==> config.mk <==
export PLATFORM = sky130hd
export DESIGN_NAME = arp_send
export DESIGN_NICKNAME = d
export VERILOG_FILES = /design/src/rtl/arp_pkg.sv /design/src/rtl/arp_frame_mux.sv /design/src/rtl/arp_send.sv
export SDC_FILE = /design/constraint.sdc
export NUM_CORES = 1
export LEC_CHECK = 0
export ABC_AREA = 0
export CORE_ASPECT_RATIO = 0.75
export CORE_MARGIN = 8
export CORE_UTILIZATION = 30
export CTS_CLUSTER_SIZE = 28
export DETAILED_ROUTE_END_ITERATION = 10
export PLACE_DENSITY = 0.57
export SETUP_SLACK_MARGIN = 0.4
export SLEW_MARGIN = 20
export SYNTH_ARGS = -nofsm -noshare
export SYNTH_HDL_FRONTEND = slang
export SYNTH_HIERARCHICAL = 1
export SYNTH_SLANG_ARGS = --single-unit
export TNS_END_PERCENT = 5
==> constraint.sdc <==
create_clock -name clk -period 8.3 [get_ports clk]
set_input_delay 1.66 -clock clk [delete_from_list [all_inputs] [get_ports clk]]
set_output_delay 1.66 -clock clk [all_outputs]
set_load 0.005 [all_outputs]
==> src/rtl/arp_pkg.sv <==
// Shared ARP constants and the reply-sender state encoding.
// Also used by the receive path (arp_recv) so both ends agree on the header layout.
package arp_pkg;

   localparam logic [15:0] ETH_TYPE_ARP   = 16'h0806;
   localparam logic [15:0] ARP_HTYPE_ETH  = 16'h0001;
   localparam logic [15:0] ARP_PTYPE_IP   = 16'h0800;
   localparam logic [7:0]  ARP_HLEN       = 8'd6;
   localparam logic [7:0]  ARP_PLEN       = 8'd4;
   localparam logic [15:0] ARP_OP_REQUEST = 16'h0001;
   localparam logic [15:0] ARP_OP_REPLY   = 16'h0002;

   // Ethernet header (14) plus ARP payload (28), before padding
   localparam int ARP_HDR_BYTES = 42;

   typedef enum logic [1:0] {
      IDLE,
      SEND,
      GAP
   } arp_state_t;

endpackage

==> src/rtl/arp_frame_mux.sv <==
// Combinational byte selector: maps a frame byte index onto the captured
// address fields of an ARP reply, returning the pad byte past the header.
module arp_frame_mux
   import arp_pkg::*;
#(
   parameter logic [7:0] PAD_BYTE = 8'h00
) (
   input  logic [7:0]  byte_idx,
   input  logic [47:0] local_mac,
   input  logic [31:0] local_ip,
   input  logic [47:0] remote_mac,
   input  logic [31:0] remote_ip,
   output logic [7:0]  byte_out
);

   logic [ARP_HDR_BYTES*8-1:0] hdr;
   logic [5:0]                 rev_idx;

   // Byte 0 sits in the most significant slot so the frame reads big-endian
   assign hdr = {remote_mac, local_mac, ETH_TYPE_ARP,
                 ARP_HTYPE_ETH, ARP_PTYPE_IP, ARP_HLEN, ARP_PLEN, ARP_OP_REPLY,
                 local_mac, local_ip, remote_mac, remote_ip};

   always_comb begin
      byte_out = PAD_BYTE;
      rev_idx  = '0;
      if (byte_idx < 8'(ARP_HDR_BYTES)) begin
         rev_idx  = 6'(ARP_HDR_BYTES - 1) - byte_idx[5:0];
         byte_out = hdr[{rev_idx, 3'b000} +: 8];
      end
   end

endmodule

==> src/rtl/arp_send.sv <==
// ARP reply sender: captures a reply request from the receive path and
// streams a padded Ethernet ARP reply frame byte-wise over AXI-stream.
module arp_send
   import arp_pkg::*;
#(
   parameter int         FRAME_LEN  = 60,
   parameter logic [7:0] PAD_BYTE   = 8'h00,
   parameter int         IFG_CYCLES = 12
) (
   input  logic        clk,
   input  logic        reset_n,
   input  logic [47:0] local_mac_addr,
   input  logic [31:0] local_ip_addr,
   input  logic        arp_reply_in,
   input  logic [31:0] remote_ip_addr_in,
   input  logic [47:0] remote_mac_addr_in,
   output logic        reply_ready_out,
   output logic        arp_reply_ack_out,
   output logic [7:0]  axis_tdata_out,
   output logic        axis_tvalid_out,
   output logic        axis_tlast_out,
   input  logic        axis_tready_in
);

   localparam logic [7:0]  LAST_IDX = 8'(FRAME_LEN - 1);
   localparam logic [15:0] GAP_LAST = (IFG_CYCLES > 0) ? 16'(IFG_CYCLES - 1) : 16'd0;

   arp_state_t  state, state_next;
   logic [7:0]  byte_cnt;
   logic [15:0] gap_cnt;
   logic        ack_q;
   logic        capture, xfer, last_byte, gap_done;
   logic [47:0] cap_local_mac, cap_remote_mac;
   logic [31:0] cap_local_ip, cap_remote_ip;
   logic [7:0]  mux_byte;

   // Next-state decode; a request is only taken while idle, otherwise the
   // producer keeps holding its level until we come back around
   always_comb begin
      state_next = state;
      capture    = 1'b0;
      xfer       = (state == SEND) && axis_tready_in;
      last_byte  = (byte_cnt == LAST_IDX);
      gap_done   = (gap_cnt == GAP_LAST);
      case (state)
         IDLE: begin
            if (arp_reply_in) begin
               capture    = 1'b1;
               state_next = SEND;
            end
         end
         SEND: begin
            if (xfer && last_byte) begin
               state_next = (IFG_CYCLES > 0) ? GAP : IDLE;
            end
         end
         GAP: begin
            if (gap_done) begin
               state_next = IDLE;
            end
         end
         default: state_next = IDLE;
      endcase
   end

   always_ff @(posedge clk) begin
      if (!reset_n) begin
         state    <= IDLE;
         byte_cnt <= 8'd0;
         gap_cnt  <= 16'd0;
         ack_q    <= 1'b0;
      end else begin
         state <= state_next;
         ack_q <= capture;
         if (capture) begin
            byte_cnt <= 8'd0;
         end else if (xfer) begin
            byte_cnt <= last_byte ? 8'd0 : byte_cnt + 8'd1;
         end
         if (state != GAP) begin
            gap_cnt <= 16'd0;
         end else begin
            gap_cnt <= gap_cnt + 16'd1;
         end
      end
   end

   // Address snapshot, so later input changes cannot corrupt the frame in flight
   always_ff @(posedge clk) begin
      if (reset_n && capture) begin
         cap_local_mac  <= local_mac_addr;
         cap_local_ip   <= local_ip_addr;
         cap_remote_mac <= remote_mac_addr_in;
         cap_remote_ip  <= remote_ip_addr_in;
      end
   end

   arp_frame_mux #(
      .PAD_BYTE(PAD_BYTE)
   ) u_frame_mux (
      .byte_idx  (byte_cnt),
      .local_mac (cap_local_mac),
      .local_ip  (cap_local_ip),
      .remote_mac(cap_remote_mac),
      .remote_ip (cap_remote_ip),
      .byte_out  (mux_byte)
   );

   assign reply_ready_out   = reset_n && (state == IDLE);
   assign arp_reply_ack_out = ack_q;
   assign axis_tvalid_out   = (state == SEND);
   assign axis_tlast_out    = (state == SEND) && last_byte;
   assign axis_tdata_out    = (state == SEND) ? mux_byte : 8'h00;

endmodule

* After elaboration in Yosys (flattened, before gate mapping) *
Cells that the tools add are included.

storage, ports and cells
  logic and storage cells = 40
  register bits = 187
  output and inout bits = 12

cells by class
  shifts and indexed selects = 1
  bitwise operators = 1
  equality and inequality tests = 8
  add/subtract/negate cells = 3
  reductions and logical operators = 9
  mux-type cells = 9
  magnitude comparators = 1

operators with widths
  operator               number
  $shiftx 336x10->8      1
  $mux 8                 3
  $add 16x1->16 const B  1
  $eq 16x4->1 const B    1
  $add 8x1->8 const B    1
  $eq 8x6->1 const B     1
  $lt 8x6->1 const B     1
  $mux 2                 3
  $ne 2x2->1 const B     3
  $pmux 2 s3             1
  $sub 6x6->6 const A    1
  $logic_and 1x1->1      5
  $reduce_or 2->1        2
  $reduce_and 3->1       1
  $eq 2x1->1 const B     1
  $eq 2x2->1 const B     1
  $logic_not 2->1        1
  $mux 1                 2
  $ne 2x1->1 const B     1
  $not 1->1              1

* Logic depth before layout (Yosys ltp) *
Gate-level depths: netlist of run 1.

  depth in word-level cells = 5
  depth in mapped cells = 12
  gate-level depth less buffers = 9

* By module *
Netlist of run 1, hierarchy kept.

by module, submodules not included
  module         times used  area an instance (um2)  cells each
  arp_send       1           6,118.4                 311
  arp_frame_mux  1           1,883.1                 220

* Worst setup path after synthesis of run 1 *
OpenSTA, ideal clock, no wires.

  path kind = input port to flip-flop
  start = input reset_n
  end = register cap_local_ip[0] (enable)
  data required time = 7,759 ps
  arrival = 5,565 ps
  library setup time = 541 ps
  stages = 2
  path slack = 2,194 ps
  path through = clkbuf_2 > and3_1

between the ends
  word-level cells in the longest chain between the ends = 1

RTL lines
  item                  RTL line        text
  from (decl)           arp_send.sv:11  input logic reset_n,
  $logic_and 1x1->1     arp_send.sv:90  if (reset_n && capture) begin
  to (signal assigned)  arp_send.sv:92  cap_local_ip <= local_ip_addr;
  to (decl)             arp_send.sv:34  logic [31:0] cap_local_ip, cap_remote_ip;

No other way between the ends.
A chain may end at the register's enable or synchronous reset.

* Worst setup path in the final report of run 1 *
  start = register byte_cnt[1]
  end = output axis_tdata_out[0]

between the ends
  word-level cells in the longest chain between the ends = 4

RTL lines
  item                    RTL line             text
  from (decl)             arp_send.sv:29       logic [7:0] byte_cnt;
  from (signal assigned)  arp_send.sv:78       byte_cnt <= last_byte ? 8'd0 : byte_cnt + 8'd1;
  $sub 6x6->6             arp_frame_mux.sv:28  rev_idx = 6'(ARP_HDR_BYTES - 1) - byte_idx[5:0];
  $shiftx 336x10->8       arp_frame_mux.sv:29  byte_out = hdr[{rev_idx, 3'b000} +: 8];
  $mux 8 *                arp_frame_mux.sv:27  if (byte_idx < 8'(ARP_HDR_BYTES)) begin
  named net mux_byte[0]   arp_send.sv:35       logic [7:0] mux_byte;
  $mux 8 *                arp_send.sv:113      assign axis_tdata_out = (state == SEND) ? mux_byte : 8'h00;
  to (decl)               arp_send.sv:19       output logic [7:0] axis_tdata_out,

Mark *: on every way through the listed nets, which the timed path passes. The rest lies on a longest branch.

==> results of run 1 <==
## power breakdown
group | total, mW | switching, mW | internal [mW]
registers | 1.08 | 0.0120 | 1.06
clock network | 0.823 | 0.392 | 0.431
logic | 0.179 | 0.0717 | 0.107
total | 2.08 | 0.475 | 1.60
## cells in the final DEF, fill, tap and decap left out, types with 11 or more instances in the layout
cell,count
mux2i_1,15
nand3_1,24
clkbuf_16,17
xor2_1,11
edfxtp_1,160
dfxtp_1,25
nand2_1,31
inv_1,12
mux4_2,24
a21oi_1,13
o21ai_0,18
and2_1,11
xnor2_1,13
nor2_1,31
clkdlybuf4s50_1,175
## state kept, by name, indices dropped and copies added (netlist names)
signal / cells
arp_reply_ack_out: 1
byte_cnt: 8
cap_local_ip: 32
cap_local_mac: 48
cap_remote_ip: 32
cap_remote_mac: 48
gap_cnt: 16
state: 2
## area by class of cell
cell class / count / area (sq um) / area share
Clock inverter: 15 / 173 / 0.0162
Sequential cell: 187 / 5350 / 0.501
Tap cell: 344 / 430 / 0.0403
Multi-Input combinational cell: 306 / 2470 / 0.231
Clock buffer: 17 / 425 / 0.0399
Timing Repair Buffer: 179 / 1780 / 0.167
Inverter: 12 / 45.0 / 0.00422
## per-layer routing
layer / vias up / track usage / part of all wire
met5: - / 0 / 0.00086
met4: 4 / 0.0380 / 0.013
met3: 17 / 0.0548 / 0.088
met2: 197 / 0.196 / 0.45
met1: 2576 / 0.171 / 0.45
li1: 2420 / - / -
## synthesized netlist by cell type (2+ instances only)
cell type  count
clkbuf_1       8
ha_1           5
o31ai_1        6
buf_2          6
buf_4          8
nand2_1       31
o21ai_1        2
mux2_2        10
a31oi_1        5
a31o_2         3
edfxtp_1     160
o211a_1        2
mux2i_1       15
mux4_2        24
nor4_2         3
o32ai_1        3
nand4_1        6
xor2_1        11
dfxtp_1       27
and2_1        11
a41oi_1        3
a221oi_1       2
a21oi_1       13
o21ai_0       18
inv_1         12
and3b_1        3
nand3_1       24
nor4_1         2
or3_1          6
o22ai_1        4
a222oi_1       3
nand2b_1       2
and3_1        10
nor3_1         6
a22oi_1        3
nor2_1        31
xnor2_1       14
nand3b_1       3
o21a_1         2
## critical path, cell delays in order (launching register included)
cell	delay (ns)
dfxtp_2	0.33
buf_4	0.50
inv_1	0.30
ha_1	0.79
nor3_1	0.77
and2_1	0.22
o21ai_0	0.07
a31oi_1	0.19
and2_1	0.17
clkdlybuf4s50_1	0.52
## metrics by stage
step | setup slack [ns] | utilization | cells | total power [mW]
after floorplan | 2.19 | - | 531 | 1.17
after global placement | 2.88 | 0.386 | 1028 | 1.28
after detailed placement | 2.82 | 0.386 | 1028 | 1.28
after CTS | 2.30 | 0.409 | 1060 | 2.10
after global routing | 2.06 | 0.409 | 1060 | 2.15
final | 2.31 | 0.409 | 1060 | 2.08
## how the worst max path moves through the flow
stage / slack [ns] / to / start / depth (start not counted)
5_1_grt: 2.06 / axis_tdata_out[6] / byte_cnt[1] / 8
4_1_cts: 2.30 / axis_tdata_out[0] / byte_cnt[1] / 9
6_report: 2.31 / axis_tdata_out[0] / byte_cnt[1] / 9
2_1_floorplan: 2.19 / cap_local_ip[0] / reset_n / 2
3_5_place_dp: 2.82 / axis_tdata_out[0] / byte_cnt[1] / 9
3_3_place_gp: 2.88 / axis_tdata_out[0] / byte_cnt[1] / 9
## kinds of logic after synthesis
kind of cell,Yosys count
XOR/XNOR,26
flip-flops,187
AO/OA/AOI/OAI,77
multiplexers,50
adder cells (fa/ha/maj),5
buffers and inverters,38
AND/OR/NAND/NOR,148
==> results.json, run 1 <==
{
  "synthArstFlopShare": 0,
  "clockRootBuffer": "clkbuf_16",
  "min_period_over_period": 0.721,
  "reg2reg_from": "byte_cnt[0]",
  "ctsResizeCount": 0,
  "grt-ovfl-total": 0,
  "die_area_sq_um": 32200,
  "outcome": "finished, final reports clean",
  "grt_pass1_wl_mm": 31.6,
  "grt_max_degree": 58,
  "critPathArrivalTime_ns": 4.33,
  "worstHoldPathCells": 1,
  "cp_max_fo": 45,
  "layout.nets": 872,
  "postPlaceCellArea_sq_um": 10100,
  "path_clk_slew_ns": 0.08,
  "ant_nets": 0,
  "syn_avg_cell_area_sq_um": 15.1,
  "synthToLayoutAreaGrowth_pct": 33.4,
  "dieWidth_microns": 205,
  "max_cap_violations": 0,
  "synth-adder-area-share": 0.00782,
  "synth-seq-cells": 187,
  "r2r_end": "byte_cnt[4]",
  "remaining_drc_errors": 0,
  "io_pins": 176,
  "grt_usage": 0.131,
  "finalCriticalPeriod_ns": 5.99,
  "required_ns": 6.64,
  "synth_top_family_by_area": "multiplexers",
  "slew_violations": 0,
  "row_count": 51,
  "synthTopCellsByArea": "edfxtp_1, dfxtp_1, mux4_2, mux2i_1, xnor2_1",
  "final-setup-viol-count": 0,
  "ys_seq_area_frac": 0.668,
  "crit_path_end_kind": "output pin",
  "htreeDepth": 4,
  "postCtsSetupRepairBufs": 0,
  "cts_tree": "built",
  "hpwl_mm": 15.7,
  "via_per_inst": 4.92,
  "worst_slew_pin_slew_ns": 1.06,
  "ys_types": 63,
  "synth_top_area_share": 0.600,
  "synthMuxAreaShare": 0.104,
  "antenna_cells": 0,
  "initialDrtViolationCount": 438,
  "hold_end": "gap_cnt[0]",
  "synth_nets": 700,
  "io_buffers": 175,
  "die_y_microns": 157,
  "hold_viol": 0,
  "holdBufCountCts": 0,
  "synth_edf_count": 160,
  "worstSetupPathType": "flip-flop to output pin",
  "layout-drive-gt1-share": 0.122,
  "clk_latency_ns": 0.44,
  "avgRoutedWirePerCell_microns": 19.9,
  "skew_ns": 0.0162,
  "setup_tns_ns": 0,
  "max_freq_mhz": 167,
  "rsz0062_at_grt": "no",
  "pwr_density_cell_nw_per_um2": 195,
  "core-area_sq_um": 26100,
  "worstHoldPathType": "flip-flop to flip-flop",
  "cp-start-kind": "flip-flop",
  "synth_cells": 531,
  "grt_pass1_vias": 5391,
  "p_leak_nw": 3.45,
  "reg2reg_slack_ns": 5.65,
  "slew_headroom": 0.290,
  "vias": 5214,
  "stdcell_area_sq_um": 10700,
  "gp_congestion": 0.836,
  "synth_compound_gate_area_share": 0.0652,
  "synthSimpleGateAreaFrac": 0.101,
  "worstHoldStart": "gap_cnt[0]",
  "cts_max_path_buffers": 2,
  "nFillCells": 2391,
  "cts.sinks": 187,
  "wl_mm": 21.0,
  "first_pass_iters": 6,
  "ys_warn_count": 6,
  "start_util": 0.307,
  "cts-buffers-inserted": 17,
  "antenna_found_initial": 3,
  "syn_area_sq_um": 8000,
  "yosysTopAreaCell": "edfxtp_1",
  "reg2regPathDepth": 6,
  "timing.hold.ws_ns": 0.490,
  "vdd_drop_max_mv": 0.133,
  "synthXorXnorAreaFrac": 0.0294,
  "synth_ff_type": "edfxtp_1"
}
No activity file was read; power rests on OpenSTA's default activity.
==> inputs of run 2 (changes only) <==
==> constraint.sdc (replaced) <==
create_clock -name clk -period 5.83 [get_ports clk]
set_input_delay 1.166 -clock clk [delete_from_list [all_inputs] [get_ports clk]]
set_output_delay 1.166 -clock clk [all_outputs]
set_load 0.005 [all_outputs]
==> run 2 against run 1 <==
Effect of this change: final area about the same; utilization is essentially flat; critical endpoint is now axis_tdata_out[3]; via count is 0.79% lower; hold slack worse by 0.011 ns; sequential share of layout area barely moved; clock-buffer cell count unchanged.
==> results.json, run 2 (synthesis results as in run 1) <==
{
  "outcome": "finished, final reports clean",
  "slew_violations": 0,
  "final-setup-viol-count": 0,
  "worst_slew_pin_slew_ns": 0.959,
  "vdd_drop_max_mv": 0.198,
  "grt_max_degree": 63,
  "required_ns": 4.66,
  "endpoint": "axis_tdata_out[3]",
  "holdBufCountCts": 0,
  "power.total_mw": 2.90,
  "finalCriticalPeriod_ns": 4.89,
  "hpwl_mm": 15.5,
  "worstSetupPathType": "flip-flop to output pin",
  "timing.hold.ws_ns": 0.479,
  "layout-drive-gt1-share": 0.120,
  "max_cap_violations": 0,
  "fin_cells": 1063,
  "die_y_microns": 157,
  "ctsResizeCount": 0,
  "reg2regPathDepth": 5,
  "io_buffers": 175,
  "core-area_sq_um": 26100,
  "cts.sinks": 187,
  "reg2reg_slack_ns": 3.54,
  "dieWidth_microns": 205,
  "crit_path_end_kind": "output pin",
  "antenna_found_initial": 6,
  "dpl.cell_count": 1029,
  "first_pass_iters": 6,
  "fin_ws_ns": 0.944,
  "max_freq_mhz": 205,
  "nFillCells": 2363,
  "htreeDepth": 4,
  "crit_start": "byte_cnt[2]",
  "grt_usage": 0.129,
  "wl_mm": 20.7,
  "io_pins": 176,
  "initialDrtViolationCount": 433,
  "die_area_sq_um": 32200,
  "path_clk_slew_ns": 0.07,
  "vias": 5173,
  "row_count": 51,
  "start_util": 0.307,
  "final_common_cell": "clkdlybuf4s50_1",
  "fin_util": 0.409,
  "ant_nets": 0,
  "skew_ns": 0.00913,
  "top_regs": "cap_local_mac x48, cap_remote_mac x48",
  "r2r_end": "byte_cnt[5]",
  "cts_max_path_buffers": 2,
  "p_leak_nw": 3.45,
  "place_ws_ns": 1.42,
  "via_per_inst": 4.87,
  "reg2reg_from": "byte_cnt[0]",
  "grt-ovfl-total": 0,
  "final_cell_mix": "clkdlybuf4s50_1, edfxtp_1, nor2_1, nand2_1, dfxtp_1",
  "cp-start-kind": "flip-flop",
  "slew_headroom": 0.358,
  "hold_viol": 0,
  "postCtsSetupRepairBufs": 0,
  "setup_tns_ns": 0,
  "min_period_over_period": 0.838,
  "layout.nets": 873,
  "worstHoldPathType": "flip-flop to flip-flop",
  "cp_max_fo": 11,
  "clk_latency_ns": 0.44,
  "grt_pass1_wl_mm": 31.3,
  "avgRoutedWirePerCell_microns": 19.5,
  "gp_congestion": 0.823,
  "stdcell_area_sq_um": 10700,
  "grt_pass1_vias": 5422,
  "cts_tree": "built",
  "critPathArrivalTime_ns": 3.72,
  "clockRootBuffer": "clkbuf_16",
  "pwr_density_cell_nw_per_um2": 272,
  "rsz0062_at_grt": "no",
  "remaining_drc_errors": 0,
  "cts-buffers-inserted": 17,
  "synthToLayoutAreaGrowth_pct": 33.5,
  "postPlaceCellArea_sq_um": 10100
}
==> run 2: how the worst min path moves through the flow <==
stage	startpoint	end	slack (ns)	cells past startpoint
after global routing	gap_cnt[0]	gap_cnt[0]	0.53	1
after CTS	gap_cnt[0]	gap_cnt[0]	0.48	1
after floorplan	gap_cnt[0]	gap_cnt[0]	0.44	1
after global placement	gap_cnt[0]	gap_cnt[0]	0.45	1
final	gap_cnt[0]	gap_cnt[0]	0.48	1
after detailed placement	gap_cnt[0]	gap_cnt[0]	0.46	1
==> run 2: layout make-up <==
cell class	instances	area (sq um)	area share
Multi-Input combinational cell	306	2470	0.231
Sequential cell	187	5350	0.501
Inverter	12	45.0	0.00422
Timing Repair Buffer	180	1800	0.169
Clock inverter	15	153	0.0143
Tap cell	344	430	0.0403
Antenna cell	2	5.00	0.000469
Clock buffer	17	425	0.0398
==> run 2: worst max-delay path: stages (launching register included) <==
cell             delay, ns
dfxtp_1               0.55
inv_1                 0.12
ha_1                  0.32
nand2b_1              0.24
nand2_1               0.12
xor2_1                0.63
or4b_1                0.49
o31ai_1               0.13
and2_1                0.19
clkdlybuf4s50_1       0.50
==> run 2: report_power, final <==
| part | internal (mW) | switching [mW] |
|---|---|---|
| Clock | 0.570 | 0.549 |
| Combinational | 0.154 | 0.0964 |
| Sequential | 1.51 | 0.0219 |
==> run 2: per-layer routing <==
layer  track usage  routed length (microns)  part of all wire  up-vias
met5             0                       53            0.0026        -
met4        0.0366                      285             0.014        8
met3        0.0550                     1930             0.093       27
met2         0.191                     9130              0.44      208
met1         0.170                     9340              0.45     2507
li1              -                        -                 -     2423
